<file path="config.mk">
export PLATFORM = sky130hd
export DESIGN_NAME = tap_sdram_bridge_flat
export DESIGN_NICKNAME = d
export VERILOG_FILES = /design/src/rtl/tap_sdram_bridge_if.sv /design/src/rtl/tap_sdram_bridge.sv /design/src/flat_wrapper.sv
export SDC_FILE = /design/constraint.sdc
export NUM_CORES = 1
export LEC_CHECK = 0
export CAP_MARGIN = 20
export CORE_ASPECT_RATIO = 0.5
export CORE_MARGIN = 2
export CORE_UTILIZATION = 55
export DETAILED_ROUTE_END_ITERATION = 6
export PLACE_DENSITY_LB_ADDON = 0.2
export RECOVER_POWER = 100
export SETUP_SLACK_MARGIN = 0.02
export SYNTH_ARGS = -nofsm -noshare
export SYNTH_HDL_FRONTEND = slang
export SYNTH_SLANG_ARGS = --single-unit
</file>
<file path="constraint.sdc">
create_clock -name clk_sys -period 7.32 [get_ports clk_sys]
set_clock_uncertainty 0.05 [all_clocks]
set_input_delay 1.464 -clock clk_sys [delete_from_list [all_inputs] [get_ports clk_sys]]
set_output_delay 1.464 -clock clk_sys [all_outputs]
set_load 0.02 [all_outputs]
</file>
<file path="src/rtl/tap_sdram_bridge_if.sv">
// tap_sdram_bridge_if: toggle-handshake SDRAM port between the TAP bridge and the memory controller
interface tap_sdram_bridge_if #(parameter int AW = 24);
   logic          mem_req;
   logic          mem_ack;
   logic [AW-2:0] mem_a;
   logic [1:0]    mem_ds;
   logic          mem_we;
   logic [15:0]   mem_d;
   logic [15:0]   mem_q;
   modport master (output mem_req, mem_a, mem_ds, mem_we, mem_d, input mem_ack, mem_q);
   modport slave  (input mem_req, mem_a, mem_ds, mem_we, mem_d, output mem_ack, mem_q);
endinterface

</file>
<file path="src/rtl/tap_sdram_bridge.sv">
// tap_sdram_bridge: streams TAP downloads into SDRAM and serves player byte reads through a one-word cache
module tap_sdram_bridge #(
   parameter int AW = 24
) (
   input  logic               clk_sys,
   input  logic               reset_n,
   input  logic               dl_active,
   input  logic               dl_wr,
   input  logic [AW-1:0]      dl_addr,
   input  logic [7:0]         dl_data,
   input  logic               byte_req,
   input  logic [AW-1:0]      byte_addr,
   output logic               byte_ack,
   output logic [7:0]         byte_out,
   output logic               eof,
   output logic [AW-1:0]      tape_last,
   output logic               tape_valid,
   output logic               dl_overrun,
   tap_sdram_bridge_if.master mem
);
   typedef enum logic [2:0] {SYNC, IDLE, WR_WAIT, RD_WAIT, DELIVER} state_t;
   state_t state, nxt;
   logic dl_active_q, rd_abort, cache_valid, pend_valid;
   logic [AW-2:0] cache_tag;
   logic [15:0] cache_data;
   logic [AW-1:0] pend_addr, wr_addr;
   logic [7:0] pend_data, wr_data;
   logic dl_rise, mem_idle, rd_pend, oob, hit, discard, drop, accept, to_slot;
   logic wr_go, wr_pend, rd_eof, rd_hit, rd_miss, fill, deliver;
   assign dl_rise  = dl_active & ~dl_active_q;
   assign mem_idle = mem.mem_req == mem.mem_ack;
   assign rd_pend  = (byte_req != byte_ack) & ~dl_active;
   assign oob      = ~tape_valid | (byte_addr > tape_last);
   assign hit      = cache_valid & (cache_tag == byte_addr[AW-1:1]);
   // a read answered after a new download started, or racing a write to its word, is stale
   assign discard  = rd_abort | dl_active | (dl_wr & (dl_addr[AW-1:1] == mem.mem_a));
   assign drop     = dl_wr & pend_valid & ~wr_pend;
   assign accept   = dl_wr & ~drop;
   assign to_slot  = accept & ~(wr_go & ~wr_pend);
   assign wr_addr  = wr_pend ? pend_addr : dl_addr;
   assign wr_data  = wr_pend ? pend_data : dl_data;
   always_ff @(posedge clk_sys or negedge reset_n)
      if (!reset_n) state <= SYNC;
      else state <= nxt;
   always_comb begin
      nxt = state;
      wr_go = 1'b0;
      wr_pend = 1'b0;
      rd_eof = 1'b0;
      rd_hit = 1'b0;
      rd_miss = 1'b0;
      fill = 1'b0;
      deliver = 1'b0;
      case (state)
         SYNC: nxt = IDLE;
         IDLE: begin
            if (pend_valid | dl_wr) begin
               wr_go = 1'b1;
               wr_pend = pend_valid;
               nxt = WR_WAIT;
            end else if (rd_pend) begin
               rd_eof = oob;
               rd_hit = ~oob & hit;
               rd_miss = ~oob & ~hit;
               nxt = (~oob & ~hit) ? RD_WAIT : IDLE;
            end
         end
         WR_WAIT: nxt = mem_idle ? IDLE : WR_WAIT;
         RD_WAIT: begin
            fill = mem_idle & ~discard;
            nxt = !mem_idle ? RD_WAIT : discard ? IDLE : DELIVER;
         end
         DELIVER: begin
            deliver = ~dl_active;
            nxt = IDLE;
         end
         default: nxt = SYNC;
      endcase
   end
   always_ff @(posedge clk_sys or negedge reset_n) begin
      if (!reset_n) begin
         dl_active_q <= 1'b0;
         rd_abort <= 1'b0;
         byte_ack <= 1'b0;
         byte_out <= 8'h00;
         eof <= 1'b0;
         tape_last <= '0;
         tape_valid <= 1'b0;
         dl_overrun <= 1'b0;
         mem.mem_req <= 1'b0;
         mem.mem_we <= 1'b0;
         mem.mem_a <= '0;
         mem.mem_ds <= 2'b11;
         mem.mem_d <= 16'h0000;
         cache_valid <= 1'b0;
         cache_tag <= '0;
         cache_data <= 16'h0000;
         pend_valid <= 1'b0;
         pend_addr <= '0;
         pend_data <= 8'h00;
      end else begin
         dl_active_q <= dl_active;
         if (state == SYNC) mem.mem_req <= mem.mem_ack;
         if (wr_go) begin
            mem.mem_req <= ~mem.mem_req;
            mem.mem_a <= wr_addr[AW-1:1];
            mem.mem_ds <= wr_addr[0] ? 2'b10 : 2'b01;
            mem.mem_we <= 1'b1;
            mem.mem_d <= {wr_data, wr_data};
         end
         if (rd_miss) begin
            mem.mem_req <= ~mem.mem_req;
            mem.mem_a <= byte_addr[AW-1:1];
            mem.mem_ds <= 2'b11;
            mem.mem_we <= 1'b0;
         end
         rd_abort <= rd_miss ? 1'b0 : rd_abort | dl_rise;
         if (rd_eof | rd_hit | deliver) begin
            byte_ack <= ~byte_ack;
            byte_out <= rd_eof ? 8'h00 : byte_addr[0] ? cache_data[15:8] : cache_data[7:0];
         end
         eof <= (rd_eof | rd_hit | deliver) ? rd_eof : eof & ~dl_rise;
         if (dl_rise) begin
            tape_last <= '0;
            tape_valid <= 1'b0;
            dl_overrun <= 1'b0;
         end
         if (accept) begin
            tape_last <= dl_addr;
            tape_valid <= 1'b1;
         end
         if (drop) dl_overrun <= 1'b1;
         pend_valid <= to_slot | (pend_valid & ~wr_pend);
         if (to_slot) begin
            pend_addr <= dl_addr;
            pend_data <= dl_data;
         end
         if (fill) begin
            cache_data <= mem.mem_q;
            cache_tag <= mem.mem_a;
         end
         cache_valid <= fill | (cache_valid & ~dl_rise & ~(accept & (dl_addr[AW-1:1] == cache_tag)));
      end
   end
endmodule

</file>
<file path="src/flat_wrapper.sv">
// flat-port wrapper written by rule: the top's interface ports become plain ports
module tap_sdram_bridge_flat 
#(
   parameter int AW = 24
)
  (clk_sys, reset_n, dl_active, dl_wr, dl_addr, dl_data, byte_req, byte_addr, byte_ack, byte_out, eof, tape_last, tape_valid, dl_overrun, mem_mem_req, mem_mem_a, mem_mem_ds, mem_mem_we, mem_mem_d, mem_mem_ack, mem_mem_q);
  tap_sdram_bridge_if #(.AW(AW)) mem_i ();
  input  logic clk_sys;
  input  logic reset_n;
  input  logic dl_active;
  input  logic dl_wr;
  input  logic [AW-1:0] dl_addr;
  input  logic [7:0] dl_data;
  input  logic byte_req;
  input  logic [AW-1:0] byte_addr;
  output logic byte_ack;
  output logic [7:0] byte_out;
  output logic eof;
  output logic [AW-1:0] tape_last;
  output logic tape_valid;
  output logic dl_overrun;
  output wire logic [$bits(mem_i.mem_req)-1:0] mem_mem_req;
  output wire logic [$bits(mem_i.mem_a)-1:0] mem_mem_a;
  output wire logic [$bits(mem_i.mem_ds)-1:0] mem_mem_ds;
  output wire logic [$bits(mem_i.mem_we)-1:0] mem_mem_we;
  output wire logic [$bits(mem_i.mem_d)-1:0] mem_mem_d;
  input wire logic [$bits(mem_i.mem_ack)-1:0] mem_mem_ack;
  input wire logic [$bits(mem_i.mem_q)-1:0] mem_mem_q;
  assign mem_mem_req = mem_i.mem_req;
  assign mem_mem_a = mem_i.mem_a;
  assign mem_mem_ds = mem_i.mem_ds;
  assign mem_mem_we = mem_i.mem_we;
  assign mem_mem_d = mem_i.mem_d;
  assign mem_i.mem_ack = mem_mem_ack;
  assign mem_i.mem_q = mem_mem_q;
  tap_sdram_bridge #(.AW(AW)) u_core (.clk_sys(clk_sys), .reset_n(reset_n), .dl_active(dl_active), .dl_wr(dl_wr), .dl_addr(dl_addr), .dl_data(dl_data), .byte_req(byte_req), .byte_addr(byte_addr), .byte_ack(byte_ack), .byte_out(byte_out), .eof(eof), .tape_last(tape_last), .tape_valid(tape_valid), .dl_overrun(dl_overrun), .mem(mem_i));
endmodule
</file>
Yosys cells after proc, flatten, opt, wreduce, memory -nomap -nowiden --
Cells that the tools add are included.
Cells by class: $lt $le $gt $ge 1, equality and inequality tests 10, muxes and demuxes 43, bitwise operators 39, reduce and logical (&&, ||, !) cells 6
Operators with widths (number):
- 2-to-1 mux 24 bit | 3
- equality test 23 bit | 3
- 2-to-1 mux 23 bit | 2
- 2-to-1 mux 1 bit | 25
- greater-than comparator 24 bit | 1
- 2-to-1 mux 8 bit | 3
- bitwise AND 1 bit | 17
- inverter 1 bit | 13
- 2-to-1 mux 3 bit | 4
- one-hot mux 3 bit (4 select lines) | 1
- 2-to-1 mux 2 bit | 5
- OR 1 bit | 9
- equality test 3 x 2 -> 1 bit (second input constant) | 2
- nonzero test 2 bit | 3
- equality test 3 x 1 -> 1 bit (second input constant) | 1
- equality test 3 bit (second input constant) | 1
- logical NOT 3 bit | 1
- != test 3 x 1 -> 1 bit (second input constant) | 1
- nonzero test 3 bit | 1
- OR reduction 2 bit | 1
- equality test 1 bit | 1
- != test 1 bit | 1
Storage, ports and cells: register bits after elaboration 157, output and inout port bits 79, word-level logic and storage cells 119

Longest topological paths before layout --
Gate-level depths: netlist of the first run.
word-level depth 11, mapped depth 11, depth with buffers taken out 9

Worst setup path before layout of the first run --
Ideal clock, no wire load.
path type input-to-reg, start point input port byte_addr[0], end point register u_core.mem.mem_a[10], setup time 0.125 ns, data arrival time 3.826 ns, required time 7.145 ns, slack 3.319 ns, stages on the path 11, cell sequence clkbuf_1 -> inv_1 -> ha_1 -> nand4_1 -> or2_2 -> and2b_1 -> o31ai_2 -> nand3_2 -> nor3b_4 -> buf_6 -> mux2_2
On the way: cells in the longest elaborated chain, start to end 8
Ends and longest elaborated chain:
- start, declared | line flat_wrapper.sv:15 | input logic [AW-1:0] byte_addr;
- greater-than comparator 24 bit (*) | line tap_sdram_bridge.sv:33 | assign oob = ~tape_valid | (byte_addr > tape_last);
- OR 1 bit (*) | line tap_sdram_bridge.sv:33
- inverter 1 bit (*) | line tap_sdram_bridge.sv:64 | rd_miss = ~oob & ~hit;
- bitwise AND 1 bit (*) | line tap_sdram_bridge.sv:64
- 2-to-1 mux 1 bit (*) | line tap_sdram_bridge.sv:61 | end else if (rd_pend) begin
- 2-to-1 mux 1 bit (*) | line tap_sdram_bridge.sv:57 | if (pend_valid | dl_wr) begin
- 2-to-1 mux 1 bit (*) | line tap_sdram_bridge.sv:54 | case (state)
- 2-to-1 mux 23 bit or nonzero test 2 bit (tied branches)
- end signal, assigned | line tap_sdram_bridge.sv:106 | mem.mem_a <= wr_addr[AW-1:1];
- end signal, assigned | line tap_sdram_bridge.sv:113 | mem.mem_a <= byte_addr[AW-1:1];
- end, declared | line tap_sdram_bridge_if.sv:10 | modport master (output mem_req, mem_a, mem_ds, mem_we, mem_d, input mem_ack, mem_q);
Every way passes the cells marked *; elsewhere a longest branch is shown, timed or not. A chain may end at the register's enable or synchronous reset.

Final worst setup path of the first run --
start point input port byte_addr[23], end point register u_core.byte_out[3]
On the way: cells in the longest elaborated chain, start to end 9
Ends and longest elaborated chain:
- greater-than comparator 24 bit | line tap_sdram_bridge.sv:33
- OR 1 bit | line tap_sdram_bridge.sv:33
- inverter 1 bit | line tap_sdram_bridge.sv:63 | rd_hit = ~oob & hit;
- bitwise AND 1 bit | line tap_sdram_bridge.sv:63
- 2-to-1 mux 1 bit | line tap_sdram_bridge.sv:61
- 2-to-1 mux 1 bit | line tap_sdram_bridge.sv:57
- 2-to-1 mux 1 bit | line tap_sdram_bridge.sv:54
- OR 1 bit (2 in a row) | line tap_sdram_bridge.sv:118 | if (rd_eof | rd_hit | deliver) begin
- end signal, assigned | line tap_sdram_bridge.sv:120 | byte_out <= rd_eof ? 8'h00 : byte_addr[0] ? cache_data[15:8] : cache_data[7:0];
- end, declared | line tap_sdram_bridge.sv:14 | output logic [7:0] byte_out,
Parallel ways exist; a longest one is shown, timed or not.

==> results.py, run 1 <==
metrics = {
    "floorplanning": {
        "initial_core_util_pct": 57.2,
        "rows": 30,
        "fp.dieH_um": 88.6,
        "die_x_um": 173,
        "io_pins": 157,
        "dieArea_um2": 15400,
        "coreArea_um2": 13800,
    },
    "worst_setup_path": {
        "startpoint": "byte_addr[23]",
        "cpPeakStageDelay_ns": 1.43,
        "worstPathArrival_ns": 5.81,
        "crit_type": "input pin to flip-flop",
        "path_delay_family": "compound AO/OA/AOI/OAI gates",
        "worst-endpoint-required_ns": 7.57,
        "start_kind": "input pin",
        "critPathMaxFanout": 10,
        "reg2reg_from": "u_core.state[0]",
        "slowest_stage": "o21ai_0",
        "worst-path-buf-inv": 1,
        "cp-end-kind": "flip-flop",
        "crit_chain": "dlygate4sd3_1, ha_1, nand4_1, or4_1, and2b_1, o31ai_1, and4_1, o21ai_0, mux2_2",
    },
    "global_route": {
        "grt_max_degree": 96,
        "grt_pass1_vias": 5914,
        "use_met1_pct": 38.3,
        "antenna_found_initial": 0,
        "grt.total_usage_pct": 27.8,
        "use_met3_pct": 8.16,
        "grt_pass1_wl_um": 32400,
        "top_usage_layer": "met2",
        "overflow": 0,
        "use_met2_pct": 43.5,
    },
    "yosys": {
        "synth.avg_cell_area_um2": 11.0,
        "synth_largest_area_cell": "dfrtp_1",
        "ys_types": 55,
        "synth_area_um2": 7880,
        "yosys_most_used_dff": "dfrtp_1",
        "synth_edf_count": 0,
        "synthArstFlopShare_pct": 100,
        "synth_top_cell_area_share_pct": 46.7,
        "synthTopCellsByArea": "dfrtp_1 47%, mux2_2 14%, xor2_1 4.1%",
        "syn_nets": 816,
        "yosysWarnings": 0,
        "seq_area_frac_synth_pct": 47.3,
        "yosysMostFrequentCell": "dfrtp_1",
        "yosys-top-cells-count": "147 x dfrtp_1, 99 x mux2_2, 56 x nand2_1",
        "ys_ff_latch": 149,
        "netlist_instances": 714,
    },
    "clocking": {
        "cts_resized": 0,
        "cts_setup_buffers": 0,
        "numCtsBuffers": 17,
        "cts_sinks": 149,
        "clk_pin_slew_ns": 0.06,
        "cts-root-buf": "clkbuf_16",
        "ctsHoldBuffers": 0,
        "clock_path_buffers": 2,
        "h-tree-depth": 4,
        "clk_latency_ns": 0.42,
        "cts_tree": "done",
    },
    "sta": {
        "slew_violations": 219,
        "rsz0062_at_grt": "no",
        "setup_viol": 0,
        "max_slew_margin_pct": -100,
        "fmax_ghz": 0.180,
        "hold_violations": 0,
        "finalSetupTns_ns": 0,
        "worst_pin_slew_ns": 3.01,
        "period_share_pct": 75.9,
        "finalCriticalPeriod_ns": 5.56,
    },
    "flow_run": {
        "max-cap-violations": 7,
    },
    "final_layout": {
        "final_layout_size_suffix_gt1_share_pct": 16.5,
        "fillers": 989,
        "diodes": 0,
        "areaGrowthSynthToFinish_pct": 27.8,
        "layout.nets": 960,
        "finalCoreUtilization_pct": 73.1,
    },
    "power_and_ir_drop": {
        "peakVddDrop_mv": 0.207,
        "powerDensity_nw_per_um2": 416,
        "p_leak_uw": 0.00438,
    },
    "drt": {
        "drt-total-wl_um": 20800,
        "antenna_left": 0,
        "first_pass_iters": 5,
        "routedWlPerCell_um": 19.6,
        "vias": 6091,
        "vias_per_cell": 5.73,
        "drc": 0,
        "drt_iter0_drc": 403,
    },
    "place": {
        "port_buffers": 156,
        "gp_congestion": 0.884,
        "dp_hpwl_um": 14300,
    },
    "outcome": {
        "violations": "max-capacitance violations, max-slew violations",
        "status": "complete, but fails checks",
    },
    "min_path": {
        "hold_path.class": "flip-flop to flip-flop",
        "hold_path_startpoint": "u_core.pend_data[1]",
    },
}
## kinds of logic after synthesis
kind of cell    after synthesis  synth area share [%]
xor+xnor                     72                  8.00
mux                         134                  18.6
simple gates                156                  9.70
compound gates              112                  8.60
fa+ha+maj                    24                  3.81
flops                       149                  47.3
buf+inv                      67                  3.91
## registers in the layout (all words and copies together), names as in the netlist
signal	count
u_core.byte_ack	1
u_core.byte_out	8
u_core.cache_data	16
u_core.cache_tag	23
u_core.cache_valid	1
u_core.dl_active_q	1
u_core.dl_overrun	1
u_core.eof	1
u_core.mem.mem_a	23
u_core.mem.mem_d	8
u_core.mem.mem_ds	2
u_core.mem.mem_req	1
u_core.mem.mem_we	1
u_core.pend_addr	24
u_core.pend_data	8
u_core.pend_valid	1
u_core.rd_abort	1
u_core.state	3
u_core.tape_last	24
u_core.tape_valid	1
## worst min-delay path, cell delays in order, from the launching register on
cell and delay, ns:
dfrtp_1 0.34, a22oi_1 0.06, o21ai_0 0.06
## stage by stage
stage | setup slack, ns | hold WS (ns) | area (um^2) | total power, uW | cells
floorplan | 3.32 | 0.417 | 7880 | 2640 | 714
global placement | 2.35 | 0.423 | 9560 | 3330 | 1030
CTS | 2.72 | 0.450 | 10100 | 4290 | 1062
finish | 1.76 | 0.446 | 10100 | 4190 | 1063
global route | 1.51 | 0.465 | 10100 | 4430 | 1063
detailed placement | 2.27 | 0.435 | 9560 | 3410 | 1030
## report_power, final
group	internal [uW]	switching, uW
registers	1160	283
logic	885	994
clock network	487	382
## cell type report
| class | count | area [um^2] | area share, % |
|---|---|---|---|
| Clock inverter | 14 | 143 | 1.42 |
| Multi-Input combinational cell | 498 | 3810 | 37.8 |
| Inverter | 26 | 97.6 | 0.969 |
| Tap cell | 192 | 240 | 2.38 |
| Sequential cell | 149 | 3730 | 37.0 |
| Clock buffer | 18 | 439 | 4.36 |
| Timing Repair Buffer | 166 | 1620 | 16.0 |
## path summary, 6_finish.rpt
path | slack, ns | cells after the start | end
max | 1.76 | 9 | u_core.byte_out[3]
min | 0.45 | 2 | u_core.mem.mem_d[9]
max reg2reg | 2.96 | 6 | u_core.pend_addr[20]
min reg2reg | 0.45 | 2 | u_core.mem.mem_d[9]
max in group asynchronous | 2.77 | 2 | u_core.cache_tag[9]
min in group asynchronous | 1.08 | 1 | u_core.pend_data[3]
## cell usage in the layout (no fill, tap or decap), drive strengths merged, types with 2 or more instances in the layout
master         instances
dfrtp                147
mux2                 102
dlygate4sd3           83
clkdlybuf4s50         72
nand2                 56
o21ai                 40
nor2                  39
xor2                  37
xnor2                 35
a21oi                 34
mux2i                 32
inv                   32
ha                    24
clkbuf                24
nand4                 18
nor4                  11
a22oi                  9
nor2b                  9
a31oi                  9
nand3                  5
clkinv                 5
buf                    5
nor3                   3
nor3b                  3
a21o                   3
nand2b                 2
or4                    2
o211ai                 2
a21boi                 2
o22ai                  2
a2bb2oi                2
clkinvlp               2
dfstp                  2
and2                   2
## layer usage
metal,vias to the layer above,share of wire [%]
met4,0,1.4
met1,3062,47
met5,-,0
met2,203,45
met3,25,6.7
li1,2801,-
No activity file was read; power rests on OpenSTA's default activity.
==> inputs of run 2 (changes only) <==
--- a/config.mk
+++ b/config.mk
@@ -8,7 +8,7 @@
 export CAP_MARGIN = 20
 export CORE_ASPECT_RATIO = 0.5
 export CORE_MARGIN = 2
-export CORE_UTILIZATION = 55
+export CORE_UTILIZATION = 52
 export DETAILED_ROUTE_END_ITERATION = 6
 export PLACE_DENSITY_LB_ADDON = 0.2
 export RECOVER_POWER = 100
==> constraint.sdc (replaced) <==
create_clock -name clk_sys -period 5.6 [get_ports clk_sys]
set_clock_uncertainty 0.05 [all_clocks]
set_input_delay 1.12 -clock clk_sys [delete_from_list [all_inputs] [get_ports clk_sys]]
set_output_delay 1.12 -clock clk_sys [all_outputs]
set_load 0.02 [all_outputs]
==> results.py, run 2 (synthesis results as in run 1) <==
metrics = {
    "floorplanning": {
        "coreArea_um2": 14600,
        "dieArea_um2": 16200,
        "rows": 31,
        "fp.dieH_um": 91.1,
        "io_pins": 157,
        "initial_core_util_pct": 53.9,
        "die_x_um": 178,
    },
    "global_route": {
        "antenna_found_initial": 0,
        "grt_max_degree": 59,
        "grt.total_usage_pct": 27.2,
        "grt_pass1_vias": 6033,
        "grt_pass1_wl_um": 33600,
        "overflow": 0,
    },
    "worst_setup_path": {
        "crit_type": "input pin to flip-flop",
        "cpPeakStageDelay_ns": 0.67,
        "start_kind": "input pin",
        "cp-end-kind": "flip-flop",
        "worst-endpoint-required_ns": 5.84,
        "critPathMaxFanout": 19,
        "crit_chain": "dlygate4sd3_1, clkbuf_1, inv_1, ha_1, nand4_1, or2_2, and2b_1, o31ai_1, nand3_2, nor3b_4, buf_12, mux2_1",
        "slowest_stage": "clkbuf_1",
        "worstPathArrival_ns": 4.86,
    },
    "clocking": {
        "cts_resized": 0,
        "cts-root-buf": "clkbuf_16",
        "clk_pin_slew_ns": 0.06,
        "clock_path_buffers": 2,
        "ctsHoldBuffers": 0,
        "clk_latency_ns": 0.42,
        "cts_setup_buffers": 0,
        "cts_sinks": 149,
        "h-tree-depth": 4,
        "cts_tree": "done",
        "numCtsBuffers": 17,
    },
    "power_and_ir_drop": {
        "pwr-share-clk_pct": 20.1,
        "peakVddDrop_mv": 0.195,
        "comb_power_share_pct": 45.5,
        "p_switching_uw": 2190,
        "p_leak_uw": 0.00439,
        "sequentialPowerShare_pct": 34.4,
        "power.share.switching_pct": 40.1,
        "internal_power_uw": 3270,
        "powerDensity_nw_per_um2": 540,
    },
    "drt": {
        "vias": 6091,
        "first_pass_iters": 4,
        "vias_per_cell": 5.69,
        "antenna_left": 0,
        "drc": 0,
        "drt_iter0_drc": 480,
        "routedWlPerCell_um": 19.9,
        "drt-total-wl_um": 21300,
        "wl_met3_um": 1730,
        "routed.top_layer": "met4",
        "drt-met1-wl_um": 9700,
        "wl_met2_um": 9580,
    },
    "sta": {
        "rsz0062_at_grt": "no",
        "period_share_pct": 82.4,
        "worst_pin_slew_ns": 2.02,
        "max_slew_margin_pct": -34.8,
        "finalSetupTns_ns": 0,
        "hold_violations": 0,
        "slew_violations": 63,
        "setup_viol": 0,
        "fmax_ghz": 0.217,
        "finalCriticalPeriod_ns": 4.62,
    },
    "final_layout": {
        "fillers": 1089,
        "diodes": 0,
        "final_cell_mix": "147 x dfrtp_1, 97 x mux2_2, 82 x dlygate4sd3_1",
        "layout.nets": 962,
        "reg_top3": "u_core.pend_addr x24, u_core.tape_last x24",
        "areaGrowthSynthToFinish_pct": 28.5,
        "mostFrequentLayoutCell": "dfrtp_1",
        "finalCoreUtilization_pct": 69.2,
        "final_layout_size_suffix_gt1_share_pct": 17.1,
    },
    "place": {
        "gp_congestion": 0.920,
        "dp_hpwl_um": 15000,
        "port_buffers": 156,
    },
    "flow_run": {
        "max-cap-violations": 2,
    },
    "outcome": {
        "status": "complete, but fails checks",
        "violations": "max-capacitance violations, max-slew violations",
    },
    "min_path": {
        "hold_path.class": "flip-flop to flip-flop",
    },
}
[run 2: final cells by class]
| class | count | area, um^2 | area share (%) |
|---|---|---|---|
| well taps | 198 | 248 | 2.45 |
| flip-flops and latches | 149 | 3730 | 36.9 |
| clock buffers | 19 | 453 | 4.47 |
| multi-input cells | 498 | 3840 | 38.0 |
| clock inverters | 13 | 114 | 1.12 |
| inverters | 26 | 97.6 | 0.964 |
| repair buffers | 168 | 1640 | 16.2 |
[run 2: worst max-delay path: cells and delay by family]
family                   cells  cell delay, ns
adder cells (fa/ha/maj)      1            0.32
buffers and inverters        4            1.59
AND/OR/NAND/NOR              5            1.29
multiplexers                 1            0.35
AO/OA/AOI/OAI                1            0.18
[run 2: power groups by stage]
| stage | Clock (uW) | Sequential [uW] | Combinational [uW] |
|---|---|---|---|
| 3_3_place_gp | 0 | 1880 | 2510 |
| 3_5_place_dp | 0 | 1900 | 2570 |
| 5_1_grt | 1160 | 1940 | 2700 |
| 4_1_cts | 1110 | 1890 | 2590 |
| 6_report | 1100 | 1880 | 2480 |
| 2_1_floorplan | 0 | 2100 | 1350 |
[run 2: path summary, 6_finish.rpt]
kind | start | to | slack [ns] | depth (start not counted)
setup / recovery | byte_addr[0] | u_core.mem.mem_a[0] | 0.98 | 12
hold / removal | u_core.pend_data[1] | u_core.mem.mem_d[9] | 0.45 | 2
setup reg to reg | u_core.state[0] | u_core.pend_addr[21] | 1.29 | 5
hold reg to reg | u_core.pend_data[1] | u_core.mem.mem_d[9] | 0.45 | 2
max in group asynchronous | reset_n | u_core.cache_data[7] | 1.97 | 2
min in group asynchronous | reset_n | u_core.pend_data[0] | 1.22 | 1
[run 2: layer usage]
layer | GRT usage, % | vias to the layer above
met2 | 40.6 | 227
met1 | 39.7 | 3044
met4 | 6.63 | 0
li1 | - | 2799
met3 | 6.91 | 21
met5 | 0 | -
[run 2: through the flow]
stage	cell area (um^2)	hold slack [ns]	instances	worst slack, ns	power [uW]
after floorplan	7880	0.417	714	1.94	3450
after global placement	9590	0.422	1038	1.30	4390
after detailed placement	9590	0.439	1038	1.27	4470
after CTS	10200	0.453	1070	1.68	5590
after global routing	10100	0.464	1071	0.838	5800
final	10100	0.452	1071	0.983	5460
==> inputs of run 3 (changes only) <==
--- a/config.mk
+++ b/config.mk
@@ -8,7 +8,7 @@
 export CAP_MARGIN = 20
 export CORE_ASPECT_RATIO = 0.5
 export CORE_MARGIN = 2
-export CORE_UTILIZATION = 52
+export CORE_UTILIZATION = 47
 export DETAILED_ROUTE_END_ITERATION = 6
 export PLACE_DENSITY_LB_ADDON = 0.2
 export RECOVER_POWER = 100
==> constraint.sdc (replaced) <==
create_clock -name clk_sys -period 4.2 [get_ports clk_sys]
set_clock_uncertainty 0.05 [all_clocks]
set_input_delay 0.84 -clock clk_sys [delete_from_list [all_inputs] [get_ports clk_sys]]
set_output_delay 0.84 -clock clk_sys [all_outputs]
set_load 0.02 [all_outputs]
==> results.py, run 3 (synthesis results as in run 1) <==
metrics = {
    "outcome": {
        "status": "complete, but fails checks",
        "violations": "max-capacitance violations, max-slew violations",
    },
    "clocking": {
        "numCtsBuffers": 17,
        "ctsHoldBuffers": 0,
        "cts_setup_buffers": 0,
        "clock_path_buffers": 2,
        "h-tree-depth": 4,
        "cts-root-buf": "clkbuf_16",
        "cts_sinks": 149,
        "clk_pin_slew_ns": 0.06,
        "cts_tree": "done",
        "cts_resized": 0,
        "clk_latency_ns": 0.42,
    },
    "power_and_ir_drop": {
        "p_switching_uw": 2880,
        "pwr-share-clk_pct": 21.2,
        "powerDensity_nw_per_um2": 724,
        "peakVddDrop_mv": 0.357,
        "internal_power_uw": 4530,
        "sequentialPowerShare_pct": 33.8,
        "power.share.switching_pct": 38.9,
        "comb_power_share_pct": 45.0,
        "p_leak_uw": 0.00444,
    },
    "drt": {
        "first_pass_iters": 5,
        "vias_per_cell": 5.47,
        "drt-total-wl_um": 21600,
        "vias": 6037,
        "routedWlPerCell_um": 19.5,
        "antenna_left": 0,
        "drc": 0,
        "drt_iter0_drc": 374,
    },
    "worst_setup_path": {
        "cp_common_cell": "nor4_1",
        "slowest_stage": "dlygate4sd3_1",
        "worst-endpoint-required_ns": 4.45,
        "reg2reg_slack_ns": 0.55,
        "cpPeakStageDelay_ns": 0.66,
        "crit_type": "input pin to flip-flop",
        "startpoint": "dl_addr[16]",
        "start_kind": "input pin",
        "worstPathArrival_ns": 4.08,
        "crit_path_end": "u_core.cache_data[6]",
        "reg2reg_depth": 6,
        "cp.depth": 9,
        "worst-path-buf-inv": 2,
        "reg2reg_to": "u_core.pend_addr[14]",
        "crit_chain": "dlygate4sd3_1, xor2_1, nor4_1, nand4_1, nor3_1, nor4_1, nor3b_1, clkbuf_2, mux2_2",
        "reg2reg_from": "u_core.state[0]",
        "path_delay_family": "buffers and inverters",
        "cp-end-kind": "flip-flop",
        "critPathMaxFanout": 41,
    },
    "final_layout": {
        "layout.nets": 967,
        "multi_input_area_um2": 3830,
        "regArea_um2": 3730,
        "fillers": 1354,
        "mostFrequentLayoutCell": "dfrtp_1",
        "final_cell_mix": "147 x dfrtp_1, 99 x mux2_2, 83 x dlygate4sd3_1",
        "final_layout_size_suffix_gt1_share_pct": 17.7,
        "stdcell_area_um2": 10200,
        "diodes": 0,
        "reg_top3": "u_core.pend_addr x24, u_core.tape_last x24",
        "areaGrowthSynthToFinish_pct": 30.0,
    },
    "sta": {
        "setup_viol": 0,
        "rsz0062_at_grt": "no",
        "finalCriticalPeriod_ns": 3.83,
        "period_share_pct": 91.2,
        "hold_violations": 0,
        "max_slew_margin_pct": -65.9,
        "finalSetupTns_ns": 0,
        "slew_violations": 97,
        "worst_pin_slew_ns": 2.49,
        "fmax_ghz": 0.261,
    },
    "floorplanning": {
        "fp.dieH_um": 95.6,
        "io_pins": 157,
        "die_x_um": 187,
        "dieArea_um2": 17900,
        "initial_core_util_pct": 48.1,
        "rows": 33,
        "coreArea_um2": 16400,
    },
    "global_route": {
        "grt.total_usage_pct": 24.7,
        "use_met3_pct": 8.54,
        "grt_max_degree": 98,
        "use_met1_pct": 33.9,
        "top_usage_layer": "met2",
        "antenna_found_initial": 0,
        "overflow": 0,
        "grt_pass1_wl_um": 33400,
        "use_met2_pct": 37.5,
        "grt_pass1_vias": 5876,
    },
    "flow_run": {
        "max-cap-violations": 1,
    },
    "place": {
        "placed_area_um2": 9700,
        "gp_congestion": 0.902,
        "dp_hpwl_um": 15500,
        "port_buffers": 156,
    },
    "min_path": {
        "hold_path.class": "flip-flop to flip-flop",
    },
}
-- run 3: through the flow --
| stage | utilization [%] | hold WS, ns | instances | setup WS [ns] | total power, uW |
|---|---|---|---|---|---|
| 2_1_floorplan | - | 0.417 | 714 | 0.823 | 4600 |
| 4_1_cts | 62.8 | 0.454 | 1104 | 0.704 | 7600 |
| 3_3_place_gp | 59.2 | 0.423 | 1073 | 0.335 | 5900 |
| 3_5_place_dp | 59.2 | 0.441 | 1073 | 0.260 | 6010 |
| 5_1_grt | 62.5 | 0.465 | 1104 | 0.305 | 7870 |
| 6_report | 62.5 | 0.456 | 1104 | 0.371 | 7420 |
-- run 3: worst min path at each step --
stage / cells past startpoint / to / from
after global placement: 2 / u_core.mem.mem_d[9] / u_core.pend_data[1]
after floorplan: 2 / u_core.mem.mem_d[10] / u_core.pend_data[2]
final: 1 / u_core.byte_out[4] / u_core.byte_out[4]
after global routing: 1 / u_core.pend_addr[11] / u_core.pend_addr[11]
after detailed placement: 2 / u_core.mem.mem_d[14] / u_core.pend_data[6]
after CTS: 2 / u_core.mem.mem_d[11] / u_core.pend_data[3]
-- run 3: area by class of cell --
cell class | count | area share (%)
flip-flops and latches | 149 | 36.4
clock buffers | 19 | 4.32
repair buffers | 173 | 16.7
well taps | 227 | 2.77
clock inverters | 12 | 1.51
multi-input cells | 498 | 37.4
inverters | 26 | 0.952
-- run 3: power groups by stage --
stage | Combinational [uW] | Clock [uW] | Sequential (uW)
final | 3340 | 1580 | 2510
after global routing | 3630 | 1650 | 2590
after CTS | 3490 | 1590 | 2520
after detailed placement | 3470 | 0 | 2540
after global placement | 3390 | 0 | 2510
after floorplan | 1800 | 0 | 2800
-- run 3: routing by layer --
layer	vias up	routed length [um]
met4	0	280
met5	-	0
met1	2990	10100
met3	29	1650
met2	205	9570
li1	2813	-
